$ cat config.mk
export PLATFORM = sky130hd
export DESIGN_NAME = vga_timing_gen_flat
export DESIGN_NICKNAME = d
export VERILOG_FILES = /design/src/rtl/vga_pkg.sv /design/src/rtl/vga_timing_gen_if.sv /design/src/rtl/vga_timing_gen_mod_counter.sv /design/src/rtl/vga_timing_gen.sv /design/src/flat_wrapper.sv
export SDC_FILE = /design/constraint.sdc
export NUM_CORES = 1
export LEC_CHECK = 0
export CAP_MARGIN = 20
export CORE_ASPECT_RATIO = 0.7
export CORE_MARGIN = 3
export CORE_UTILIZATION = 45
export CTS_BUF_LIST = sky130_fd_sc_hd__clkbuf_2
export DETAILED_ROUTE_END_ITERATION = 7
export PLACE_DENSITY_LB_ADDON = 0.12
export SETUP_SLACK_MARGIN = 0.05
export SYNTH_ARGS = -nofsm -noshare
export SYNTH_HDL_FRONTEND = slang
export SYNTH_SLANG_ARGS = --single-unit
$ cat constraint.sdc
create_clock -name clk -period 2.3 [get_ports clk]
set_clock_uncertainty 0.1 [all_clocks]
set_input_delay 0.23 -clock clk [delete_from_list [all_inputs] [get_ports clk]]
set_output_delay 0.23 -clock clk [all_outputs]
set_load 0.005 [all_outputs]
$ cat src/rtl/vga_pkg.sv
// vga_pkg: default 640x480@60 raster timing shared by the display blocks
package vga_pkg;
  localparam int WIDTH = 11;
  localparam int H_VISIBLE = 640;
  localparam int H_FP = 16;
  localparam int H_SYNC = 96;
  localparam int H_BP = 48;
  localparam int V_VISIBLE = 480;
  localparam int V_FP = 10;
  localparam int V_SYNC = 2;
  localparam int V_BP = 33;
  localparam int H_TOTAL = H_VISIBLE + H_FP + H_SYNC + H_BP;
  localparam int V_TOTAL = V_VISIBLE + V_FP + V_SYNC + V_BP;
  function automatic logic in_window(input int unsigned v, input int unsigned lo, input int unsigned len);
    return v >= lo && v < lo + len;
  endfunction
endpackage

$ cat src/rtl/vga_timing_gen_if.sv
// vga_timing_gen_if: raster position, syncs and blanking from the timing generator
interface vga_timing_gen_if #(
  parameter int WIDTH = vga_pkg::WIDTH
);
  logic pix_en;
  logic [WIDTH-1:0] col;
  logic [WIDTH-1:0] row;
  logic HS_n;
  logic VS_n;
  logic blank;
  logic frame_start;
  modport master (output pix_en, col, row, HS_n, VS_n, blank, frame_start);
  modport slave (input pix_en, col, row, HS_n, VS_n, blank, frame_start);
endinterface

$ cat src/rtl/vga_timing_gen_mod_counter.sv
// mod_counter: modulo-N counter with enable and a wrap flag on the terminal count
module mod_counter #(
  parameter int N = 2,
  parameter int W = 1
) (
  input  logic         clk,
  input  logic         reset,
  input  logic         enable,
  output logic [W-1:0] count,
  output logic         wrap
);
  assign wrap = enable && count == W'(N - 1);
  always_ff @(posedge clk or posedge reset)
    if (reset) count <= '0;
    else if (enable) count <= wrap ? '0 : count + 1'b1;
endmodule

$ cat src/rtl/vga_timing_gen.sv
// vga_timing_gen: VGA raster timing (col/row, syncs, blank) with an internal pixel-rate enable
module vga_timing_gen #(
  parameter int CLK_DIV = 2,
  parameter int WIDTH = vga_pkg::WIDTH,
  parameter int H_VISIBLE = vga_pkg::H_VISIBLE,
  parameter int H_FP = vga_pkg::H_FP,
  parameter int H_SYNC = vga_pkg::H_SYNC,
  parameter int H_BP = vga_pkg::H_BP,
  parameter int V_VISIBLE = vga_pkg::V_VISIBLE,
  parameter int V_FP = vga_pkg::V_FP,
  parameter int V_SYNC = vga_pkg::V_SYNC,
  parameter int V_BP = vga_pkg::V_BP
) (
  input logic clk,
  input logic reset,
  vga_timing_gen_if.master vga
);
  import vga_pkg::*;
  localparam int H_TOTAL = H_VISIBLE + H_FP + H_SYNC + H_BP;
  localparam int V_TOTAL = V_VISIBLE + V_FP + V_SYNC + V_BP;
  localparam int DIV_W = CLK_DIV > 1 ? $clog2(CLK_DIV) : 1;
  if (CLK_DIV < 1) begin : g_bad_div
    $error("vga_timing_gen: CLK_DIV must be at least 1");
  end
  if (H_TOTAL - 1 >= 2 ** WIDTH || V_TOTAL - 1 >= 2 ** WIDTH) begin : g_bad_width
    $error("vga_timing_gen: WIDTH cannot hold the line/frame totals");
  end
  logic [DIV_W-1:0] div;
  logic [WIDTH-1:0] col;
  logic [WIDTH-1:0] row;
  logic pix_en;
  logic col_wrap;
  logic row_wrap;
  logic unused_state;
  // Divider is enabled only out of reset so pix_en stays low while reset is held, even with CLK_DIV==1
  mod_counter #(.N(CLK_DIV), .W(DIV_W)) u_div (
    .clk(clk), .reset(reset), .enable(!reset), .count(div), .wrap(pix_en)
  );
  mod_counter #(.N(H_TOTAL), .W(WIDTH)) u_col (
    .clk(clk), .reset(reset), .enable(pix_en), .count(col), .wrap(col_wrap)
  );
  mod_counter #(.N(V_TOTAL), .W(WIDTH)) u_row (
    .clk(clk), .reset(reset), .enable(col_wrap), .count(row), .wrap(row_wrap)
  );
  assign unused_state = ^{row_wrap, div};
  assign vga.pix_en = pix_en;
  assign vga.col = col;
  assign vga.row = row;
  assign vga.HS_n = !in_window(32'(col), H_VISIBLE + H_FP, H_SYNC);
  assign vga.VS_n = !in_window(32'(row), V_VISIBLE + V_FP, V_SYNC);
  assign vga.blank = !(in_window(32'(col), 0, H_VISIBLE) && in_window(32'(row), 0, V_VISIBLE));
  assign vga.frame_start = pix_en && col == '0 && row == '0;
endmodule
$ cat src/flat_wrapper.sv
// flat-port wrapper written by rule: the top's interface ports become plain ports
module vga_timing_gen_flat import vga_pkg::*;
#(
  parameter int CLK_DIV = 2,
  parameter int WIDTH = vga_pkg::WIDTH,
  parameter int H_VISIBLE = vga_pkg::H_VISIBLE,
  parameter int H_FP = vga_pkg::H_FP,
  parameter int H_SYNC = vga_pkg::H_SYNC,
  parameter int H_BP = vga_pkg::H_BP,
  parameter int V_VISIBLE = vga_pkg::V_VISIBLE,
  parameter int V_FP = vga_pkg::V_FP,
  parameter int V_SYNC = vga_pkg::V_SYNC,
  parameter int V_BP = vga_pkg::V_BP
)
  (clk, reset, vga_pix_en, vga_col, vga_row, vga_HS_n, vga_VS_n, vga_blank, vga_frame_start);
  vga_timing_gen_if #(.WIDTH(WIDTH)) vga_i ();
  input logic clk;
  input logic reset;
  output wire logic [$bits(vga_i.pix_en)-1:0] vga_pix_en;
  output wire logic [$bits(vga_i.col)-1:0] vga_col;
  output wire logic [$bits(vga_i.row)-1:0] vga_row;
  output wire logic [$bits(vga_i.HS_n)-1:0] vga_HS_n;
  output wire logic [$bits(vga_i.VS_n)-1:0] vga_VS_n;
  output wire logic [$bits(vga_i.blank)-1:0] vga_blank;
  output wire logic [$bits(vga_i.frame_start)-1:0] vga_frame_start;
  assign vga_pix_en = vga_i.pix_en;
  assign vga_col = vga_i.col;
  assign vga_row = vga_i.row;
  assign vga_HS_n = vga_i.HS_n;
  assign vga_VS_n = vga_i.VS_n;
  assign vga_blank = vga_i.blank;
  assign vga_frame_start = vga_i.frame_start;
  vga_timing_gen #(.CLK_DIV(CLK_DIV), .WIDTH(WIDTH), .H_VISIBLE(H_VISIBLE), .H_FP(H_FP), .H_SYNC(H_SYNC), .H_BP(H_BP), .V_VISIBLE(V_VISIBLE), .V_FP(V_FP), .V_SYNC(V_SYNC), .V_BP(V_BP)) u_core (.clk(clk), .reset(reset), .vga(vga_i));
endmodule
### Yosys cells after proc, flatten, opt, wreduce, memory -nomap -nowiden

Index checks and enable logic that the tools add are counted.

| operators by class | value |
|---|---|
| reduce and logical (&&, ||, !) cells | 14 |
| $lt $le $gt $ge | 6 |
| div/mod/pow operators | 0 |
| $mul | 0 |
| bitwise operators | 0 |
| muxes and demuxes | 3 |
| $add $sub $neg | 3 |
| equality and inequality tests | 2 |
| shift-type cells | 0 |

Operators by type and width:

| cell | count |
|---|---|
| 11-bit by 1-bit adder with 11-bit output (second input constant) | 2 |
| 11-bit by 10-bit equality test with 1-bit output (second input constant) | 2 |
| 11-bit zero test | 2 |
| 11-bit by 10-bit < comparator with 1-bit output (second input constant) | 2 |
| 11-bit by 9-bit < comparator with 1-bit output (second input constant) | 2 |
| 11-bit 2-to-1 mux | 2 |
| 11-bit by 10-bit >= comparator with 1-bit output (second input constant) | 1 |
| 11-bit by 9-bit >= comparator with 1-bit output (second input constant) | 1 |
| 1-bit logical AND | 8 |
| 1-bit zero test | 4 |
| 1-bit adder (second input constant) | 1 |
| 1-bit 2-to-1 mux | 1 |

| storage, ports and cells | value |
|---|---|
| output and inout port bits | 27 |
| bits of input ports | 2 |
| bits in registers | 23 |
| memory bits (writable) | 0 |
| memories kept | 0 |
| word-level logic and storage cells | 31 |
| bits in latches | 0 |
| ROM bits | 0 |

### Depth between registers and ports, before layout

Gate-level depths: netlist (run 1).

| logic depth | value |
|---|---|
| depth in word-level cells | 5 |
| depth in mapped cells | 6 |
| depth with buffers taken out | 6 |

### Cells and area by module

From an unflattened synthesis (run 1), not the netlist that was laid out.

| unflattened totals | value |
|---|---|
| cells, all modules | 130 |
| area total of the unflattened synthesis | 1296.2 um^2 |

Modules (own cells, without submodules):

| module | cells an instance | area an instance (um^2) | times used | sequential area each (um^2) |
|---|---|---|---|---|
| mod_counter (u_core.u_row) | 54 | 585.6 | 1 | 275.3 |
| mod_counter (u_core.u_col) | 52 | 539.3 | 1 | 275.3 |
| vga_timing_gen | 20 | 126.4 | 1 | 0.0 |
| mod_counter (u_core.u_div) | 4 | 45.0 | 1 | 25.0 |

### Worst setup path before layout (run 1)

OpenSTA, ideal clock, no wires.

| timing path | value |
|---|---|
| path kind | register to register |
| start | register u_core.u_col.count[7] |
| end | register u_core.u_row.count[10] |
| arrival | 1521 ps |
| library setup time | 128 ps |
| clock period less this slack | 1749 ps |
| stages on the path, launching flop included | 5 |
| data required time | 2072 ps |
| setup slack | 551 ps |
| buffers on the path | 0 |
| cell sequence | dfrtp_1 and4bb_4 nand4b_4 nor4_2 mux2_1 |

| on the way | value |
|---|---|
| cells in the longest elaborated chain, start to end | 4 |

RTL lines:

| element | RTL line | text |
|---|---|---|
| from (decl) | vga_timing_gen_mod_counter.sv:9 | `output logic [W-1:0] count,` |
| from (signal assigned) | vga_timing_gen_mod_counter.sv:15 | `else if (enable) count <= wrap ? '0 : count + 1'b1;` |
| 11-bit by 10-bit equality test with 1-bit output (*) | vga_timing_gen_mod_counter.sv:12 | `assign wrap = enable && count == W'(N - 1);` |
| 1-bit logical AND (*) | vga_timing_gen_mod_counter.sv:12 |  |
| 1-bit logical AND | vga_timing_gen_mod_counter.sv:12 |  |
| 11-bit 2-to-1 mux | vga_timing_gen_mod_counter.sv:15 |  |
| to (signal assigned) | vga_timing_gen_mod_counter.sv:15 |  |
| to (decl) | vga_timing_gen_mod_counter.sv:9 |  |

Mark *: on every way between the ends. The rest lies on a longest branch, timed or not.
A chain may end at the register's enable or synchronous reset.

### Worst setup path after layout (run 1)

| timing path | value |
|---|---|
| start | register u_core.u_row.count[8] |
| end | output port vga_VS_n |

| on the way | value |
|---|---|
| cells in the longest elaborated chain, start to end | 3 |
| elaborated cells on any way between the ends | 4 |
| classes of those cells | 2 x order compare; 2 x reduce/logical |

RTL lines:

| element | RTL line | text |
|---|---|---|
| 11-bit by 9-bit >= comparator with 1-bit output / 11-bit by 9-bit < comparator with 1-bit output (equally long branches) | vga_pkg.sv:15 | `return v >= lo && v < lo + len;` |
| 1-bit logical AND (*) | vga_pkg.sv:15 |  |
| 1-bit zero test (*) | vga_timing_gen.sv:50 | `assign vga.VS_n = !in_window(32'(row), V_VISIBLE + V_FP, V_SYNC);` |
| to (decl) | flat_wrapper.sv:23 | `output wire logic [$bits(vga_i.VS_n)-1:0] vga_VS_n;` |

Marked as above.

==> results.py, run 1 <==
metrics = {
    "status": {
        "outcome": "complete, no violations",
    },
    "timing": {
        "final.setup.worst_slack_ps": 137,
        "setup-violations-final": 0,
        "finalSetupTns_ps": 0,
        "finalCritPeriodShare_pct": 94.0,
        "period_minus_slack_ps": 2160,
        "relSlewSlack_pct": 77.3,
        "slew_viol_final": 0,
        "fmax_ghz": 0.462,
        "hold_viol_final": 0,
        "rsz0062_at_grt": "true",
        "hold_slack_ps": 52.3,
        "tightestPinTransition_ps": 340,
    },
    "floorplan": {
        "die_y_um": 51.5,
        "initial_utilization_pct": 50.6,
        "fp.dieW_um": 71.0,
        "core_area_um2": 2630,
        "rows": 15,
        "floorplan.die_area_um2": 3650,
        "ios": 29,
    },
    "power_and_ir_drop": {
        "pwr-share-clk_pct": 15.7,
        "ir_worst_vdd_uv": 502,
        "p_leak_nw": 0.777,
        "internal-power_mw": 0.703,
        "p_switching_mw": 0.340,
        "power_frac_comb_pct": 34.3,
        "powerDensity_nw_per_um2": 593,
        "p_seq_share_pct": 50.0,
        "power.share.switching_pct": 32.6,
        "p_total_mw": 1.04,
    },
    "cts": {
        "cts_sinks": 23,
        "clk_pin_slew_ps": 200,
        "cts_buffers": 3,
        "cts_tree": "built",
        "cts_root_buf": "clkbuf_2",
        "h-tree-depth": 1,
        "clock_latency_ps": 330,
        "cts_buffer_depth": 2,
    },
    "finish": {
        "final_cells": 210,
        "syn_to_final_growth_pct": 32.3,
        "mostFrequentLayoutCell": "clkdlybuf4s50_1",
        "final_cell_mix": "clkdlybuf4s50_1, dfrtp_1, nand3_1",
        "fin_nets": 183,
        "fin_util_pct": 66.9,
        "antenna_cells": 0,
        "drive_gt1_share_pct": 18.8,
        "final_cell_area_um2": 1760,
    },
    "grt": {
        "grt_pass1_vias": 1112,
        "antenna_found_initial": 0,
        "grt_util_all_layers_pct": 19.2,
        "grt_max_degree": 21,
        "overflow": 0,
        "grt_pass1_wl_um": 5420,
    },
    "worst_setup_path": {
        "worstSetupPathType": "reg -> out",
        "worst_setup_path_start_kind": "flip-flop",
        "crit_fanout": 5,
        "endpoint_kind": "output port",
        "required_ps": 1970,
        "arrival_ps": 1830,
    },
    "synthesis": {
        "synthFlopType": "dfrtp_1",
        "ys_top_cells_by_area": "dfrtp_1, xor2_1, nand3_1, ha_1, nand2_1",
        "synth_cells": 135,
        "synth_edf_count": 0,
        "netlist_area_um2": 1330,
        "synth-seq-cells": 23,
        "synth_area_per_cell_um2": 9.84,
        "synth.largest_area_cell": "dfrtp_1",
        "ys.warnings.count": 0,
        "synthArstFlopShare_pct": 100,
        "syn-num-nets": 141,
        "synth_top_area_share_pct": 43.3,
        "yosysUniqueCellTypes": 38,
        "ys_seq_area_share_pct": 43.3,
    },
    "placed_design": {
        "io_buffers": 28,
        "dp_slack_ps": 292,
        "placed_area_um2": 1670,
        "place_inst": 199,
        "gp_routability_congestion": 0.855,
        "dp_hpwl_um": 2390,
    },
    "detailed_routing": {
        "postRouteAntennaNets": 0,
        "wl_um": 3250,
        "routedWlPerCell_um": 15.5,
        "viasPerCell": 5.53,
        "drt-initial-drc-count": 86,
        "drc": 0,
        "via_count": 1161,
        "dr.pass1.iters": 4,
    },
    "hold_path": {
        "hp-class": "in -> async",
    },
    "run": {
        "cap_violations": 0,
    },
}
logic make-up after synthesis:
kind of cell | after synthesis | share of synthesized area [%]
AO/OA/AOI/OAI | 17 | 7.53
XOR/XNOR | 12 | 7.91
adder cells (fa/ha/maj) | 4 | 3.77
buffers and inverters | 10 | 4.05
flip-flops | 23 | 43.3
multiplexers | 1 | 0.847
AND/OR/NAND/NOR | 68 | 32.6
worst paths after layout:
| path | slack [ps] | to | cells after the start | from |
|---|---|---|---|---|
| setup / recovery | 140 | vga_VS_n | 3 | u_core.u_row.count[8]$_DFFE_PP0N_ |
| hold / removal | 50 | u_core.u_row.count[0]$_DFFE_PP0N_ | 2 | reset |
| setup reg to reg | 390 | u_core.u_row.count[10]$_DFFE_PP0N_ | 6 | u_core.u_col.count[1]$_DFFE_PP0P_ |
| hold reg to reg | 420 | u_core.u_div.count$_DFFE_PP0N_ | 1 | u_core.u_div.count$_DFFE_PP0N_ |
| max in group asynchronous | 1540 | u_core.u_col.count[10]$_DFFE_PP0P_ | 3 | reset |
| min in group clk | 420 | u_core.u_div.count$_DFFE_PP0N_ | 1 | u_core.u_div.count$_DFFE_PP0N_ |
synthesized netlist by cell type (all sizes together), types with 2 or more instances:
| cell type | n |
|---|---|
| nand3 | 14 |
| and4b | 2 |
| dfrtp | 23 |
| xnor2 | 3 |
| nand2 | 11 |
| a21oi | 4 |
| inv | 6 |
| nand3b | 2 |
| buf | 4 |
| nor3b | 2 |
| o21ai | 7 |
| nor3 | 7 |
| or3 | 2 |
| nor2 | 11 |
| nor4 | 4 |
| and4 | 2 |
| a31oi | 2 |
| xor2 | 9 |
| ha | 4 |
| nand4 | 4 |
flip-flops by register name, indices dropped and copies added (netlist names):
signal and cells:
u_core.u_col.count 11, u_core.u_row.count 11, u_core.u_div.count 1
per-layer routing:
layer | track usage, % | wire [µm] | up-vias
met5 | 0 | 0 | -
met4 | 4.69 | 14 | 0
met3 | 5.50 | 199 | 2
met2 | 28.2 | 1410 | 37
met1 | 27.7 | 1630 | 556
li1 | - | - | 566
worst max-delay path: stages (launching register included):
cell and delay, ps:
dfrtp_1 490, nand4_1 300, nand3b_1 260, clkdlybuf4s50_1 460
cell type report:
cell class                 instances  area, µm²
fill                             209        870
multi-input combinational        102        713
sequential                        23        583
timing repair buffer              41        377
tap                               34       42.5
inverter                           6       22.5
clock buffer                       4       20.0
power by group through the flow:
stage                     combinational (mW)  sequential, mW  clock, mW
after floorplan                        0.173           0.521          0
after global placement                 0.296           0.539          0
after detailed placement               0.300           0.544          0
after CTS                              0.342           0.523      0.168
after global routing                   0.394           0.530      0.187
final                                  0.357           0.521      0.164
repair_timing:
| item | in CTS | in global routing |
|---|---|---|
| gates resized for setup | 5 | 4 |
| endpoints found under the setup margin | 1 | 3 |
| hold buffers | 0 | 0 |
| setup buffers | 4 | 3 |
| pin swaps | 0 | 1 |
No activity file was read; power rests on OpenSTA's default activity.
==> run 2: changes to the inputs <==
--- a/config.mk
+++ b/config.mk
@@ -13,6 +13,7 @@
 export DETAILED_ROUTE_END_ITERATION = 7
 export PLACE_DENSITY_LB_ADDON = 0.12
 export SETUP_SLACK_MARGIN = 0.05
+export SKIP_CTS_REPAIR_TIMING = 1
 export SYNTH_ARGS = -nofsm -noshare
 export SYNTH_HDL_FRONTEND = slang
 export SYNTH_SLANG_ARGS = --single-unit
==> run 2 against run 1 <==
  * Hold slack gained 8.5 ps
  * Via count shrank 2.0%
  * Largest power group unchanged
  * Routed wire length shrank 2.2%
  * Highest routed layer unchanged
  * Sequential share of layout area grew 0.17 points
  * Cell count shrank 0.48%
  * Critical path type unchanged
  * Non-clock buffer count shrank 1
==> results.py, run 2 (same netlist as run 1, synthesis figures left out) <==
metrics = {
    "timing": {
        "hold_viol_final": 0,
        "relSlewSlack_pct": 77.9,
        "tightestPinTransition_ps": 331,
        "rsz0062_at_grt": "false",
        "finalCritPeriodShare_pct": 92.1,
        "slew_viol_final": 0,
        "setup-violations-final": 0,
        "fmax_ghz": 0.472,
        "period_minus_slack_ps": 2120,
    },
    "run": {
        "cap_violations": 0,
    },
    "worst_setup_path": {
        "rr_worst_depth": 5,
        "crit_chain": "or3_1 -> nand3_1 -> clkdlybuf4s50_1",
        "worst_setup_path_start_kind": "flip-flop",
        "endpoint_kind": "output port",
        "rr_endpoint": "u_core.u_row.count[10]$_DFFE_PP0N_",
        "rr_startpoint": "u_core.u_col.count[1]$_DFFE_PP0P_",
        "startpoint": "u_core.u_col.count[6]$_DFFE_PP0P_",
        "required_ps": 1970,
        "crit_cells": 3,
        "arrival_ps": 1790,
        "crit_family": "flip-flops",
        "endpoint": "vga_HS_n",
        "crit_path_max_incr_delay_ps": 510,
        "crit_fanout": 7,
        "worst-r2r-setup-slack_ps": 430,
        "crit_buf_inv": 1,
        "cp_slowest_cell": "dfrtp_2",
        "worstSetupPathType": "reg -> out",
    },
    "floorplan": {
        "core_area_um2": 2630,
        "initial_utilization_pct": 50.6,
        "ios": 29,
        "rows": 15,
        "fp.dieW_um": 71.0,
        "floorplan.die_area_um2": 3650,
        "die_y_um": 51.5,
    },
    "grt": {
        "overflow": 0,
        "grt_util_all_layers_pct": 18.6,
        "antenna_found_initial": 0,
        "grt_pass1_wl_um": 5240,
        "grt_pass1_vias": 1080,
        "grt_max_degree": 21,
    },
    "detailed_routing": {
        "wl_um": 3180,
        "viasPerCell": 5.44,
        "via_count": 1138,
        "routedWlPerCell_um": 15.2,
        "dr.pass1.iters": 4,
        "postRouteAntennaNets": 0,
        "drc": 0,
        "drt-initial-drc-count": 98,
    },
    "power_and_ir_drop": {
        "powerDensity_nw_per_um2": 587,
        "p_leak_nw": 0.783,
        "ir_worst_vdd_uv": 493,
    },
    "finish": {
        "mostFrequentLayoutCell": "clkdlybuf4s50_1",
        "fin_nets": 182,
        "fin_util_pct": 66.6,
        "syn_to_final_growth_pct": 31.6,
        "final_cell_mix": "clkdlybuf4s50_1, dfrtp_1, nand3_1",
        "antenna_cells": 0,
        "nFillCells": 209,
        "reg.largest.list": "u_core.u_col.count (11), u_core.u_row.count (11), u_core.u_div.count (1)",
        "drive_gt1_share_pct": 18.3,
        "final_cells": 209,
    },
    "cts": {
        "cts_buffers": 3,
        "cts_tree": "built",
        "clock_latency_ps": 330,
        "cts_root_buf": "clkbuf_2",
        "cts_buffer_depth": 2,
        "clk_pin_slew_ps": 210,
        "h-tree-depth": 1,
        "cts_sinks": 23,
    },
    "placed_design": {
        "dp_hpwl_um": 2390,
        "gp_routability_congestion": 0.855,
        "io_buffers": 28,
        "place_inst": 199,
    },
    "status": {
        "outcome": "complete, no violations",
    },
    "hold_path": {
        "hp-class": "in -> async",
    },
}
[run 2: metal layers]
layer | routed length (µm) | vias to the layer above | global-route usage [%]
li1 | - | 566 | -
met1 | 1620 | 533 | 27.0
met2 | 1340 | 37 | 27.2
met3 | 195 | 2 | 5.30
met4 | 17 | 0 | 4.38
met5 | 0 | - | 0
[run 2: how the worst min path moves through the flow]
stage                                        start                           endpoint  slack (ps)  depth (start not counted)
floorplan                                    reset  u_core.u_col.count[0]$_DFFE_PP0P_         130                          1
global placement    u_core.u_div.count$_DFFE_PP0N_     u_core.u_div.count$_DFFE_PP0N_         380                          1
detailed placement  u_core.u_div.count$_DFFE_PP0N_     u_core.u_div.count$_DFFE_PP0N_         390                          1
CTS                                          reset  u_core.u_row.count[3]$_DFFE_PP0N_          40                          2
global route                                 reset  u_core.u_row.count[0]$_DFFE_PP0N_          20                          2
finish                                       reset  u_core.u_row.count[0]$_DFFE_PP0N_          60                          2
[run 2: layout make-up]
type | count | area, µm² | area share (%)
Multi-Input combinational cell | 102 | 708 | 40.5
Sequential cell | 23 | 583 | 33.3
Timing Repair Buffer | 40 | 373 | 21.3
Tap cell | 34 | 42.5 | 2.43
Inverter | 6 | 22.5 | 1.29
Clock buffer | 4 | 20.0 | 1.14
[run 2: report_power, final]
| group | internal, mW | switching (mW) |
|---|---|---|
| clock network | 0.0460 | 0.117 |
| logic | 0.188 | 0.143 |
| registers | 0.456 | 0.0760 |
[run 2: through the flow]
step,total power [mW],cell area (µm²),setup TNS (ps),worst slack [ps],hold WS (ps)
finish,1.03,1750,0,182,60.8
global route,1.09,1750,0,69.6,22.8
CTS,1.01,1690,-84.8,-84.8,36.9
detailed placement,0.843,1670,0,292,392
global placement,0.835,1670,0,296,384
floorplan,0.694,1330,0,551,132
==> run 3: changes to the inputs <==
--- a/config.mk
+++ b/config.mk
@@ -8,7 +8,7 @@
 export CAP_MARGIN = 20
 export CORE_ASPECT_RATIO = 0.7
 export CORE_MARGIN = 3
-export CORE_UTILIZATION = 45
+export CORE_UTILIZATION = 28
 export CTS_BUF_LIST = sky130_fd_sc_hd__clkbuf_2
 export DETAILED_ROUTE_END_ITERATION = 7
 export PLACE_DENSITY_LB_ADDON = 0.12
==> run 3 against run 2 <==
  * Critical path depth unchanged
  * Hold slack improved by 50 ps
  * Clock power increased by 5%
  * Flip-flop and latch count unchanged
  * Utilization decreased by 27 points
  * Critical endpoint unchanged
  * Highest routed layer unchanged
==> results.py, run 3 (same netlist as run 1, synthesis figures left out) <==
metrics = {
    "floorplan": {
        "fp.dieW_um": 88.3,
        "die_y_um": 63.6,
        "floorplan.die_area_um2": 5620,
        "ios": 29,
        "initial_utilization_pct": 29.8,
        "rows": 20,
        "core_area_um2": 4450,
    },
    "timing": {
        "fmax_ghz": 0.472,
        "period_minus_slack_ps": 2120,
        "relSlewSlack_pct": 76.0,
        "hold_slack_ps": 111,
        "rsz0062_at_grt": "false",
        "tightestPinTransition_ps": 360,
        "finalCritPeriodShare_pct": 92.1,
        "slew_viol_final": 0,
        "setup-violations-final": 0,
        "hold_viol_final": 0,
    },
    "worst_setup_path": {
        "crit_fanout": 7,
        "required_ps": 1970,
        "crit_family": "flip-flops",
        "endpoint_kind": "output port",
        "crit_chain": "or3_1 -> nand3_1 -> clkdlybuf4s50_1",
        "crit_buf_inv": 1,
        "crit_path_max_incr_delay_ps": 520,
        "worstSetupPathType": "reg -> out",
        "worst_setup_path_start_kind": "flip-flop",
        "cp_slowest_cell": "dfrtp_2",
        "arrival_ps": 1790,
    },
    "finish": {
        "fin_nets": 182,
        "syn_to_final_growth_pct": 34.2,
        "fin_util_pct": 40.0,
        "antenna_cells": 0,
        "drive_gt1_share_pct": 20.0,
        "mostFrequentLayoutCell": "clkdlybuf4s50_1",
        "final_cell_mix": "clkdlybuf4s50_1, dfrtp_1, nand3_1",
        "reg.largest.list": "u_core.u_col.count (11), u_core.u_row.count (11), u_core.u_div.count (1)",
        "nFillCells": 441,
    },
    "placed_design": {
        "dp_hpwl_um": 2520,
        "io_buffers": 28,
        "gp_routability_congestion": 0.799,
    },
    "grt": {
        "grt_pass1_vias": 1168,
        "grt_util_all_layers_pct": 13.4,
        "grt_max_degree": 16,
        "grt_pass1_wl_um": 5910,
        "antenna_found_initial": 0,
        "overflow": 0,
    },
    "detailed_routing": {
        "dr.pass1.iters": 4,
        "routedWlPerCell_um": 15.1,
        "drt-initial-drc-count": 61,
        "viasPerCell": 4.96,
        "via_count": 1141,
        "postRouteAntennaNets": 0,
        "drc": 0,
        "wl_um": 3470,
    },
    "cts": {
        "clock_latency_ps": 340,
        "h-tree-depth": 1,
        "cts_root_buf": "clkbuf_2",
        "cts_buffer_depth": 2,
        "cts_tree": "built",
        "clk_pin_slew_ps": 230,
        "cts_sinks": 23,
        "cts_buffers": 3,
    },
    "status": {
        "outcome": "complete, no violations",
    },
    "power_and_ir_drop": {
        "powerDensity_nw_per_um2": 576,
        "p_leak_nw": 0.782,
        "ir_worst_vdd_uv": 404,
    },
    "hold_path": {
        "hp-class": "in -> async",
    },
    "run": {
        "cap_violations": 0,
    },
}
-- run 3: cell count changes in the layout (fill, tap and decap cells not counted) --
cell / change
nor3b_2: +1
nor3b_1: -1
dfrtp_1: -2
dfrtp_2: +2
-- run 3: per-layer routing --
layer	vias to the layer above	share of wire [%]	track usage (%)
met4	0	0.55	1.70
met5	-	0	0
met2	27	43	19.2
met3	2	4.7	3.66
li1	567	-	-
met1	545	52	20.3
-- run 3: report_power, final --
| part | total, mW | switching (mW) | internal (mW) |
|---|---|---|---|
| Sequential | 0.526 | 0.0693 | 0.456 |
| Clock | 0.171 | 0.125 | 0.0460 |
| Combinational | 0.330 | 0.143 | 0.186 |
-- run 3: worst register-to-register path: stages (launching register included) --
cell and delay [ps]:
dfrtp_1 430, buf_4 130, ha_1 200, nand3b_1 150
nand4b_4 210, buf_4 200, nor4_2 310, xor2_1 170
-- run 3: cell type report --
cell class	instances	area [µm²]	share of cell area [%]
Sequential cell	23	586	32.8
Timing Repair Buffer	40	373	20.9
Tap cell	55	68.8	3.86
Multi-Input combinational cell	102	713	40.0
Clock buffer	4	20.0	1.12
Inverter	6	22.5	1.26
-- run 3: through the flow --
| stage | TNS [ps] | setup slack [ps] | total power, mW | cell area [µm²] | std cells |
|---|---|---|---|---|---|
| floorplan | 0 | 551 | 0.694 | 1330 | 135 |
| detailed placement | 0 | 256 | 0.842 | 1700 | 221 |
| finish | 0 | 183 | 1.03 | 1780 | 230 |
| global route | 0 | 52.6 | 1.11 | 1780 | 230 |
| global placement | 0 | 295 | 0.840 | 1700 | 221 |
| CTS | -207 | -207 | 1.02 | 1720 | 225 |
-- run 3: worst paths after layout --
| kind | start | slack [ps] | to | cells after the start |
|---|---|---|---|---|
| worst max-delay path | u_core.u_col.count[6]$_DFFE_PP0P_ | 180 | vga_HS_n | 3 |
| max in group asynchronous | reset | 1420 | u_core.u_row.count[8]$_DFFE_PP0N_ | 3 |
| min in group clk | reset | 410 | u_core.u_div.count$_DFFE_PP0N_ | 2 |
| worst min register to register | u_core.u_div.count$_DFFE_PP0N_ | 440 | u_core.u_div.count$_DFFE_PP0N_ | 1 |
| worst min-delay path | reset | 110 | u_core.u_div.count$_DFFE_PP0N_ | 2 |
| worst max register to register | u_core.u_col.count[0]$_DFFE_PP0P_ | 330 | u_core.u_row.count[8]$_DFFE_PP0N_ | 7 |
